--- src/rtl/di_int_pkg.sv ---
`default_nettype none
// ============================================================================
// Module      : di_int_pkg
// Description : Register map, edge-type encodings and reset defaults shared
//               by the digital-input interrupt controller and its users.
// Revision    : 1.0 - initial release
// ============================================================================
package di_int_pkg;

   // Register addresses
   localparam logic [7:0] ADDR_CTRL     = 8'h00;
   localparam logic [7:0] ADDR_MASK     = 8'h01;
   localparam logic [7:0] ADDR_PEND     = 8'h02;
   localparam logic [7:0] ADDR_LEVEL    = 8'h03;
   localparam logic [7:0] ADDR_CFG_BASE = 8'h10;

   // Channel edge-type encodings
   localparam logic [1:0] TYPE_OFF  = 2'b00;
   localparam logic [1:0] TYPE_RISE = 2'b01;
   localparam logic [1:0] TYPE_FALL = 2'b10;
   localparam logic [1:0] TYPE_BOTH = 2'b11;

   // Filter length every channel starts with
   localparam logic [7:0] FMS_DEFAULT = 8'd10;

endpackage
`default_nettype wire

--- src/rtl/ms_tick_gen.sv ---
`default_nettype none
// ============================================================================
// Module      : ms_tick_gen
// Description : Free-running millisecond tick. Emits a one-cycle pulse on
//               the last count of every CLK_PER_MS-cycle period.
// Revision    : 1.0 - initial release
// ============================================================================
module ms_tick_gen #(
   parameter int U_DLY      = 1,
   parameter int CLK_PER_MS = 50000
)(
   input  logic clk,
   input  logic rst_n,
   output logic ms_pulse
);

   localparam int                c_CW   = $clog2(CLK_PER_MS);
   localparam logic [c_CW-1:0]   c_LAST = c_CW'(CLK_PER_MS - 1);

   // A period shorter than two cycles cannot produce a distinct pulse
   if (CLK_PER_MS < 2 || U_DLY < 0) begin : g_bad_param
      $error("ms_tick_gen: CLK_PER_MS must be >= 2 and U_DLY >= 0");
   end

   logic [c_CW-1:0] r_cnt;

   // Count 0..CLK_PER_MS-1 and wrap
   always_ff @(posedge clk or negedge rst_n) begin
      if (!rst_n) begin
         r_cnt <= '0;
      end else if (r_cnt == c_LAST) begin
         r_cnt <= '0;
      end else begin
         r_cnt <= r_cnt + c_CW'(1);
      end
   end

   // Pulse is decoded straight from the counter so it lines up with the wrap
   assign ms_pulse = (r_cnt == c_LAST);

endmodule
`default_nettype wire

--- src/rtl/di_int_ctrl.sv ---
`default_nettype none
// ============================================================================
// Module      : di_int_ctrl
// Description : Configuration and interrupt aggregation for a bank of
//               digital-input edge-check channels: ms tick, per-channel
//               type/filter registers, pending latches and a masked irq,
//               all reachable through a simple strobe/ack register bus.
// Revision    : 1.0 - initial release
// ============================================================================
module di_int_ctrl
   import di_int_pkg::*;
#(
   parameter int U_DLY      = 1,
   parameter int CH_NUM     = 8,
   parameter int CLK_PER_MS = 50000
)(
   input  logic                  clk,
   input  logic                  rst_n,
   input  logic [CH_NUM-1:0]     sfo_in,
   input  logic [CH_NUM-1:0]     into_in,
   output logic                  ms_pulse,
   output logic [2*CH_NUM-1:0]   ch_type,
   output logic [8*CH_NUM-1:0]   ch_fms,
   input  logic                  bus_cs,
   input  logic                  bus_we,
   input  logic [7:0]            bus_addr,
   input  logic [15:0]           bus_wdata,
   output logic [15:0]           bus_rdata,
   output logic                  bus_ack,
   output logic                  irq
);

   if (CH_NUM < 1 || CH_NUM > 16) begin : g_bad_ch_num
      $error("di_int_ctrl: CH_NUM must be in 1..16");
   end

   logic                  w_wr;
   logic                  w_rd;
   logic [CH_NUM-1:0]     w_cfg_sel;
   logic [CH_NUM-1:0]     w_pend_set;
   logic [CH_NUM-1:0]     w_pend_clr;
   logic [15:0]           w_rdata;
   logic                  w_unused_wdata;

   logic                  r_glb_en;
   logic [CH_NUM-1:0]     r_mask;
   logic [CH_NUM-1:0]     r_pend;
   logic [2*CH_NUM-1:0]   r_ch_type;
   logic [8*CH_NUM-1:0]   r_ch_fms;
   logic [15:0]           r_rdata;
   logic                  r_ack;
   logic                  r_irq;

   ms_tick_gen #(
      .U_DLY      (U_DLY),
      .CLK_PER_MS (CLK_PER_MS)
   ) u_ms_tick_gen (
      .clk      (clk),
      .rst_n    (rst_n),
      .ms_pulse (ms_pulse)
   );

   assign w_wr = bus_cs &  bus_we;
   assign w_rd = bus_cs & ~bus_we;

   // Top write-data bits carry no register field for small channel counts
   assign w_unused_wdata = ^bus_wdata[15:10];

   for (genvar n = 0; n < CH_NUM; n++) begin : g_cfg_sel
      assign w_cfg_sel[n] = (bus_addr == ADDR_CFG_BASE + 8'(n));
   end

   // New edges only count while globally enabled; set beats a same-cycle clear
   assign w_pend_set = into_in & {CH_NUM{r_glb_en}};
   assign w_pend_clr = (w_wr && bus_addr == ADDR_PEND) ? bus_wdata[CH_NUM-1:0] : '0;

   // Read-data mux; anything unmapped reads as zero
   always_comb begin
      w_rdata = '0;
      case (bus_addr)
         ADDR_CTRL  : w_rdata = {15'd0, r_glb_en};
         ADDR_MASK  : w_rdata = 16'(r_mask);
         ADDR_PEND  : w_rdata = 16'(r_pend);
         ADDR_LEVEL : w_rdata = 16'(sfo_in);
         default    : begin
            for (int n = 0; n < CH_NUM; n++) begin
               if (w_cfg_sel[n]) begin
                  w_rdata = {6'd0, r_ch_type[2*n +: 2], r_ch_fms[8*n +: 8]};
               end
            end
         end
      endcase
   end

   // Control, mask and pending registers
   always_ff @(posedge clk or negedge rst_n) begin
      if (!rst_n) begin
         r_glb_en <= 1'b0;
         r_mask   <= '0;
         r_pend   <= '0;
      end else begin
         if (w_wr && bus_addr == ADDR_CTRL) begin
            r_glb_en <= bus_wdata[0];
         end
         if (w_wr && bus_addr == ADDR_MASK) begin
            r_mask <= bus_wdata[CH_NUM-1:0];
         end
         r_pend <= (r_pend & ~w_pend_clr) | w_pend_set;
      end
   end

   // Per-channel configuration; takes effect immediately, even mid-filter
   always_ff @(posedge clk or negedge rst_n) begin
      if (!rst_n) begin
         r_ch_type <= {CH_NUM{TYPE_OFF}};
         r_ch_fms  <= {CH_NUM{FMS_DEFAULT}};
      end else begin
         for (int n = 0; n < CH_NUM; n++) begin
            if (w_wr && w_cfg_sel[n]) begin
               r_ch_type[2*n +: 2] <= bus_wdata[9:8];
               r_ch_fms[8*n +: 8]  <= bus_wdata[7:0];
            end
         end
      end
   end

   // Bus response: one-cycle ack for every strobe, data only for reads
   always_ff @(posedge clk or negedge rst_n) begin
      if (!rst_n) begin
         r_ack   <= 1'b0;
         r_rdata <= '0;
      end else begin
         r_ack   <= bus_cs;
         r_rdata <= w_rd ? w_rdata : 16'd0;
      end
   end

   // Registered, masked, globally gated interrupt level
   always_ff @(posedge clk or negedge rst_n) begin
      if (!rst_n) begin
         r_irq <= 1'b0;
      end else begin
         r_irq <= (|(r_pend & r_mask)) & r_glb_en;
      end
   end

   assign ch_type   = r_ch_type;
   assign ch_fms    = r_ch_fms;
   assign bus_rdata = r_rdata;
   assign bus_ack   = r_ack;
   assign irq       = r_irq;

endmodule
`default_nettype wire

--- config.mk ---
export PLATFORM = sky130hd
export DESIGN_NAME = di_int_ctrl
export DESIGN_NICKNAME = d
export VERILOG_FILES = /design/src/rtl/di_int_pkg.sv /design/src/rtl/ms_tick_gen.sv /design/src/rtl/di_int_ctrl.sv
export SDC_FILE = /design/constraint.sdc
export NUM_CORES = 1
export LEC_CHECK = 0
export CAP_MARGIN = 20
export CORE_AREA = 2 2 139 141
export DETAILED_ROUTE_END_ITERATION = 16
export DIE_AREA = 0 0 141 143
export PLACE_DENSITY_LB_ADDON = 0.3
export SYNTH_ARGS = -nofsm -noshare
export SYNTH_HDL_FRONTEND = slang
export SYNTH_HIERARCHICAL = 1
export SYNTH_SLANG_ARGS = --single-unit
--- constraint.sdc ---
create_clock -name clk -period 2.03 [get_ports clk]
set_input_delay 0.3045 -clock clk [delete_from_list [all_inputs] [get_ports clk]]
set_output_delay 0.3045 -clock clk [all_outputs]
set_load 0.01 [all_outputs]
# ---- After elaboration in Yosys (flattened, before gate mapping)
# Cells that the tools add are included.
dict set report totals {
  inputBits 44
  word_cells 70
  out_inout_bits 99
  reg_bits 131
}
dict set report classes {
  n_eq_ne 12
  mux 12
  n_bitwise 9
  n_reduce_logical 13
  n_addsub 1
}
# op n
set ops {}
lappend ops {{16-bit two-way mux} 9}
lappend ops {{8-bit by 5-bit equality test with 1-bit output, second input constant} 8}
lappend ops {{16-bit one-hot mux with 4 select lines} 1}
lappend ops {{8-bit bitwise AND} 3}
lappend ops {{16-bit by 1-bit adder with 16-bit output, second input constant} 1}
lappend ops {{16-bit equality test, second input constant} 1}
lappend ops {{8-bit by 2-bit equality test with 1-bit output, second input constant} 2}
lappend ops {{1-bit logical AND} 11}
lappend ops {{10-bit two-way mux} 1}
lappend ops {{8-bit by 1-bit equality test with 1-bit output, second input constant} 1}
lappend ops {{8-bit zero test} 1}
lappend ops {{8-bit two-way mux} 1}
lappend ops {{8-bit inverter} 1}
lappend ops {{8-bit OR} 1}
lappend ops {{8-bit OR reduction} 1}
lappend ops {{1-bit bitwise AND} 3}
lappend ops {{1-bit inverter} 1}

# ---- Logic depth before layout (Yosys ltp)
# Gate-level depths: netlist of the first run.
dict set report depth {
  depth_word 11
  ltp_mapped 7
  mapped_depth_nobuf 5
}

# ---- By module
# Netlist of the first run, hierarchy kept.
# module area_each_um2 seq_area_each_um2 instances cells_per_inst
set by_module_without_submodules {}
lappend by_module_without_submodules {di_int_ctrl 5082.4 2747.6 1 353}
lappend by_module_without_submodules {ms_tick_gen 762.0 400.4 1 67}

# ---- Worst setup path before layout of the first run
# No wires, ideal clock.
dict set report synth_path {
  path_kind {input-to-reg}
  start {input bus_addr[3]}
  end {register r_ch_type[6], in the netlist ch_type[6]}
  stages 5
  path_buffers 1
  path_slack_ns 0.041
  arrival_time_ns 1.864
  setup_ns 0.125
  cell_sequence {or4_4 -> nor3b_4 -> and3_1 -> buf_6 -> mux2_2}
}
dict set report synth_between {
  elab_chain_len 2
}
# item line
set synth_rtl {}
lappend synth_rtl {{start: declaration} di_int_ctrl.sv:26} ;# input logic [7:0] bus_addr,
lappend synth_rtl {{8-bit by 5-bit equality test with 1-bit output} di_int_ctrl.sv:70} ;# assign w_cfg_sel[n] = (bus_addr == ADDR_CFG_BASE + 8'(n));
lappend synth_rtl {{1-bit logical AND} di_int_ctrl.sv:119} ;# if (w_wr && w_cfg_sel[n]) begin
lappend synth_rtl {{end signal: assignment} di_int_ctrl.sv:115} ;# r_ch_type <= {CH_NUM{TYPE_OFF}};
lappend synth_rtl {{end signal: indexed assignment} di_int_ctrl.sv:120} ;# r_ch_type[2*n +: 2] <= bus_wdata[9:8];
lappend synth_rtl {{end: declaration} di_int_ctrl.sv:48} ;# logic [2*CH_NUM-1:0] r_ch_type;
# No other way between the ends.
# A chain may end at the register's enable or synchronous reset.

# ---- Worst setup path in the final report of the first run
dict set report layout_path {
  start {input bus_addr[3]}
  end {register r_ch_fms[24], in the netlist ch_fms[24]}
}
dict set report layout_between {
  elab_chain_len 2
}
# item line
set layout_rtl {}
lappend layout_rtl {{8-bit by 5-bit equality test with 1-bit output} di_int_ctrl.sv:70}
lappend layout_rtl {{1-bit logical AND} di_int_ctrl.sv:119}
lappend layout_rtl {{end signal: assignment} di_int_ctrl.sv:116} ;# r_ch_fms <= {CH_NUM{FMS_DEFAULT}};
lappend layout_rtl {{end signal: indexed assignment} di_int_ctrl.sv:121} ;# r_ch_fms[8*n +: 8] <= bus_wdata[7:0];
lappend layout_rtl {{end: declaration} di_int_ctrl.sv:49} ;# logic [8*CH_NUM-1:0] r_ch_fms;
# No other way between the ends.

==> impl_metrics.csv, run 1 <==
group,metric,value,unit
synthesis,ys_seq_elements,125,
global_routing,grt_pass1_wl,26740,um
timing,fmax,0.5035,GHz
floorplanning,ioPinCount,143,
worst_setup_path,crit-reg2reg-capture,"u_ms_tick_gen/r_cnt[9]",
cts,clkTransAtPathRegs,60,ps
power,power_density,727.5,nW/um^2
final_layout,diodes,0,
placed_design,io_buffers,130,
route,first_pass_iters,4,
synthesis,synth_cells,420,
final_layout,final_cell_mix,"126 x clkdlybuf4s50_1, 109 x dfrtp_1, 95 x mux2_2, 45 x buf_4, 18 x mux4_2",
worst_setup_path,r2r_slack,500,ps
synthesis,yosys_warnings,6,
cts,insertion_delay,420,ps
timing,fin_skew,6.555,ps
cts,cts_buffers,17,
synthesis,synthArstFlopShare,1.000,
timing,finalSetupTns,0,ps
cts,cts_sinks,125,
route,vias,4236,
worst_hold_path,hold_class,"in2async",
global_routing,grt_pass1_vias,4444,
floorplanning,dieArea,20160,um^2
global_routing,antenna_found_initial,0,
synthesis,synth_area,5844,um^2
floorplanning,core.rowCount,50,
cts,h-tree-depth,4,
floorplanning,fp.dieW,141,um
worst_setup_path,crit_required,2330,ps
route,drt-total-wl,17230,um
timing,setup_viol,0,
timing,min_period,1986,ps
route,dr_wl_met3,1224,um
worst_setup_path,start_kind,"input port",
global_routing,grt-ovfl-total,0,
global_routing,grtUsageTotal,0.1775,
final_layout,drive_gt1_frac,0.3777,
synthesis,yosysUniqueCellTypes,49,
timing,whs,339.1,ps
floorplanning,start_util,0.3145,
worst_setup_path,worstSetupPathType,"in2reg",
worst_setup_path,crit_end,"ch_fms[24]",
final_layout,fin_util,0.4442,
synthesis,synth-edff-count,0,
worst_setup_path,timing.rr.start,"u_ms_tick_gen/r_cnt[0]",
power,peakVddDrop,0.6709,mV
run,cap_violations,0,
route,drtAntennaViolNets,0,
cts,root_buffer,"clkbuf_16",
final_layout,area_growth_syn_to_layout,41.23,%
placed_design,place.gp.congestion,0.7984,
final_layout,final_common_cell,"clkdlybuf4s50_1",
synthesis,syn_area_per_cell,13.92,um^2
timing,slew_viol_final,0,
worst_setup_path,r2r_cells,6,
floorplanning,fp.dieH,143,um
worst_setup_path,worstPathMaxFanout,5,
final_layout,final_nets,633,
route,dr.first_iter.drc_count,299,
route,wl_met2,8315,um
timing,rsz0062_at_grt,"true",
cts,cts_tree,"built",
route,routedWlPerCell,20.63,um
route,wl_met1,7475,um
timing,hold_viol,0,
route,vias_per_cell,5.073,
floorplanning,core-area,18580,um^2
synthesis,synthFlopType,"dfrtp_1",
timing,finalCritPeriodShare,0.9784,
cts,clk_path_buf_depth,2,
route,drc,0,
placed_design,hpwl,12740,um
worst_setup_path,cp-end-kind,"flop",
route,highest_layer,"met4",
synthesis,ys_seq_area_frac,0.5386,
global_routing,grt_max_degree,59,
status,outcome,"finished, final reports clean",
worst_setup_path,cp_data_arrival_time,2290,ps
power,power.leakage,3.671,nW
worst_setup_path,crit_start,"bus_addr[3]",
## routing by layer
metal	vias up	track usage
met5	-	0
met4	0	0.05368
met3	17	0.05768
met2	150	0.2832
met1	2172	0.2319
li1	1897	-
## worst min-delay path by stage
stage                            end  startpoint
final                     ch_fms[55]       rst_n
after CTS                 ch_fms[34]       rst_n
after global placement    ch_fms[34]       rst_n
after floorplan              bus_ack       rst_n
after detailed placement  ch_fms[34]       rst_n
after global routing      ch_fms[55]       rst_n
## power breakdown
part / switching, W / leakage (nW) / internal, W
Sequential: 0.0000870 / 1.66 / 0.00259
Combinational: 0.000248 / 1.75 / 0.000294
Clock: 0.00113 / 0.264 / 0.00166
## worst max-delay path, stage by stage
cell and delay [ps]:
clkdlybuf4s50_1 420, or4_4 590, nor3b_4 210, and3_1 240
buf_4 180, mux2_2 340
## synth_stat cells, types with 7 or more instances
cell | instances | area [um^2]
dfrtp_1 | 109 | 2728
mux2_2 | 95 | 1070
mux4_2 | 18 | 405.4
dfstp_2 | 16 | 420.4
a221oi_1 | 15 | 131.4
nand2_1 | 15 | 56.30
nor3_1 | 11 | 55.05
buf_2 | 10 | 50.05
nor2_1 | 10 | 37.54
buf_1 | 9 | 33.78
a22o_1 | 8 | 70.07
clkbuf_1 | 8 | 30.03
xor2_1 | 8 | 70.07
mux2i_1 | 7 | 70.07
## cell type report
cell class	instances	area [um^2]
Inverter	2	7.507
Sequential cell	125	3148
Clock inverter	12	88.84
Clock buffer	20	466.7
Multi-Input combinational cell	262	2526
Timing Repair Buffer	180	1724
Tap cell	234	292.8
Fill cell	1675	10330
## state kept, by name (all words and copies together) (netlist names)
name	count
r_glb_en	1
r_pend	8
r_mask	8
u_ms_tick_gen/r_cnt	16
bus_rdata	10
irq	1
ch_fms	64
ch_type	16
bus_ack	1
## logic make-up after synthesis
| family | synth area share |
|---|---|
| compound gates | 0.05202 |
| xor+xnor | 0.01798 |
| fa+ha+maj | 0.002141 |
| buf+inv | 0.03425 |
| flops | 0.5386 |
| mux | 0.2663 |
| other cells | 0.0006416 |
| simple gates | 0.08799 |
## metrics by stage
step	instances	setup slack [ps]	area (um^2)	power, W
floorplan	425	41.08	5863	0.002930
global placement	800	-353.4	7672	0.003252
detailed placement	800	-384.9	7672	0.003264
CTS	835	25.88	8253	0.006069
global route	835	-0.8700	8254	0.006238
finish	835	43.86	8254	0.006005
## what timing repair did
action                                 in CTS  in global routing
resized for setup                           2                  2
setup buffers                               2                  0
cloned                                      0                  0
endpoints found under the hold margin      14                  0
hold buffers                                1                  0
setup endpoints to repair                   1                  9
pin swaps                                   2                  2
No activity file was read; power rests on OpenSTA's default activity.
==> inputs of run 2 (changes only) <==
--- a/config.mk
+++ b/config.mk
@@ -6,9 +6,9 @@
 export NUM_CORES = 1
 export LEC_CHECK = 0
 export CAP_MARGIN = 20
-export CORE_AREA = 2 2 139 141
+export CORE_AREA = 2 2 112 114
 export DETAILED_ROUTE_END_ITERATION = 16
-export DIE_AREA = 0 0 141 143
+export DIE_AREA = 0 0 114 116
 export PLACE_DENSITY_LB_ADDON = 0.3
 export SYNTH_ARGS = -nofsm -noshare
 export SYNTH_HDL_FRONTEND = slang
==> impl_metrics.csv, run 2 (synthesis gave the netlist of run 1 again) <==
group,metric,value,unit
status,outcome,"finished, final reports clean",
cts,cts_setup_buffers,0,
power,power_density,790.7,nW/um^2
route,vias,4301,
floorplanning,core-area,11910,um^2
timing,setup_viol,0,
timing,worst_pin_slew,535.0,ps
run,cap_violations,0,
final_layout,fillerInstances,869,
timing,finalSetupTns,0,ps
cts,cts_sinks,125,
final_layout,stdcell_area,8293,um^2
worst_setup_path,cp_data_arrival_time,2270,ps
cts,root_buffer,"clkbuf_16",
global_routing,antenna_found_initial,0,
final_layout,diodes,0,
final_layout,final_cell_mix,"126 x clkdlybuf4s50_1, 109 x dfrtp_1, 95 x mux2_2, 45 x buf_4, 18 x mux4_2",
timing,hold_viol,0,
timing,fin_skew,10.08,ps
final_layout,fin_util,0.6962,
final_layout,final_common_cell,"clkdlybuf4s50_1",
route,dr.first_iter.drc_count,273,
route,vias_per_cell,5.742,
worst_setup_path,path_cells,"clkdlybuf4s50_1, or4_4, or3_1, a221oi_1, nor4_1",
floorplanning,start_util,0.4907,
route,drt-total-wl,16410,um
cts,cts_buffers,17,
route,drc,0,
timing,slew_viol_final,0,
route,routedWlPerCell,21.91,um
timing,min_period,2003,ps
global_routing,grt_pass1_wl,25550,um
global_routing,grt_pass1_vias,4616,
final_layout,area_growth_syn_to_layout,41.90,%
floorplanning,dieArea,13220,um^2
global_routing,grtUsageTotal,0.2615,
worst_setup_path,start_kind,"input port",
cts,h-tree-depth,4,
global_routing,grt_max_degree,53,
timing,finalCritPeriodShare,0.9865,
worst_setup_path,path_buf_inv,1,
cts,clkTransAtPathRegs,50,ps
placed_design,place.gp.congestion,0.8692,
global_routing,grt-ovfl-total,0,
power,peakVddDrop,1.079,mV
floorplanning,core.rowCount,40,
worst_hold_path,hold_class,"in2async",
cts,insertion_delay,410,ps
power,power.leakage,3.748,nW
floorplanning,ioPinCount,143,
worst_setup_path,max_stage_delay,580,ps
cts,cts_tree,"built",
worst_setup_path,cp_slowest_cell,"or4_4",
cts,clk_path_buf_depth,2,
timing,fmax,0.4993,GHz
worst_setup_path,cp_top_family,"simple AND/OR/NAND/NOR gates",
final_layout,final_nets,634,
floorplanning,fp.dieH,116,um
placed_design,io_buffers,130,
route,drtAntennaViolNets,0,
final_layout,drive_gt1_frac,0.3721,
worst_setup_path,cp-end-kind,"flop",
final_layout,largest_reg_flops,64,
worst_setup_path,worstPathMaxFanout,8,
placed_design,hpwl,11420,um
timing,slew-limit-headroom,0.6433,
placed_design,placed_cell_area,7579,um^2
route,first_pass_iters,4,
worst_setup_path,worstSetupPathType,"in2reg",
floorplanning,fp.dieW,114,um
worst_setup_path,crit_required,2290,ps
timing,rsz0062_at_grt,"true",
## run 2: changes by cell type in the layout (fill, tap and decap cells not counted), sizes merged
cell           previous run  this run
clkinv                    7         1
nand4                     4         5
bufinv                    0         5
inv                       3         2
clkdlybuf4s15             0         1
clkinvlp                  4         0
clkbuf                   21        26
## run 2: cell type report
class / count / area (um^2) / share of cell area
flip-flops and latches: 125 / 3148 / 0.3796
multi-input cells: 263 / 2570 / 0.3099
repair buffers: 180 / 1729 / 0.2085
clock buffers: 26 / 499.2 / 0.06020
well taps: 147 / 183.9 / 0.02218
clock inverters: 6 / 155.1 / 0.01871
inverters: 2 / 7.507 / 0.0009053
## run 2: final timing paths
| kind | startpoint | cells past startpoint | slack (ps) | to |
|---|---|---|---|---|
| max | bus_addr[3] | 5 | 30 | bus_rdata[7] |
| min | rst_n | 2 | 410 | u_ms_tick_gen/r_cnt[2] |
| max reg2reg | ch_fms[61] | 3 | 500 | bus_rdata[5] |
| min reg2reg | u_ms_tick_gen/r_cnt[13] | 1 | 490 | u_ms_tick_gen/r_cnt[13] |
| max in group asynchronous | rst_n | 3 | 860 | ch_fms[43] |
| min in group clk | bus_cs | 1 | 440 | bus_ack |
## run 2: metrics by stage
step           setup WS [ps]  hold WS (ps)  total power (W)  std cells
2_1_floorplan          41.08         8.909         0.002930        425
3_3_place_gp          -445.3         310.8         0.003241        715
3_5_place_dp          -449.9         318.0         0.003255        715
4_1_cts                1.584         424.4         0.006602        748
5_1_grt               -17.12         434.2         0.006791        749
6_report               27.31         412.3         0.006557        749
## run 2: timing repair
item	in CTS	in global routing
endpoints found under the hold margin	29	0
cloned	0	1
pin swaps	2	4
setup endpoints to repair	2	12
gates resized for setup	4	4
hold buffers	1	0
## run 2: routing by layer
layer	part of all wire	global-route usage	vias to the layer above
met5	0	0	-
met4	0.022	0.1163	0
met3	0.063	0.07218	30
met2	0.50	0.4313	173
met1	0.41	0.3251	2196
li1	-	-	1902
## run 2: power by group
part,switching (W),internal (W)
clock network,0.00102,0.00231
registers,0.0000877,0.00260
logic,0.000249,0.000295
total,0.00136,0.00520
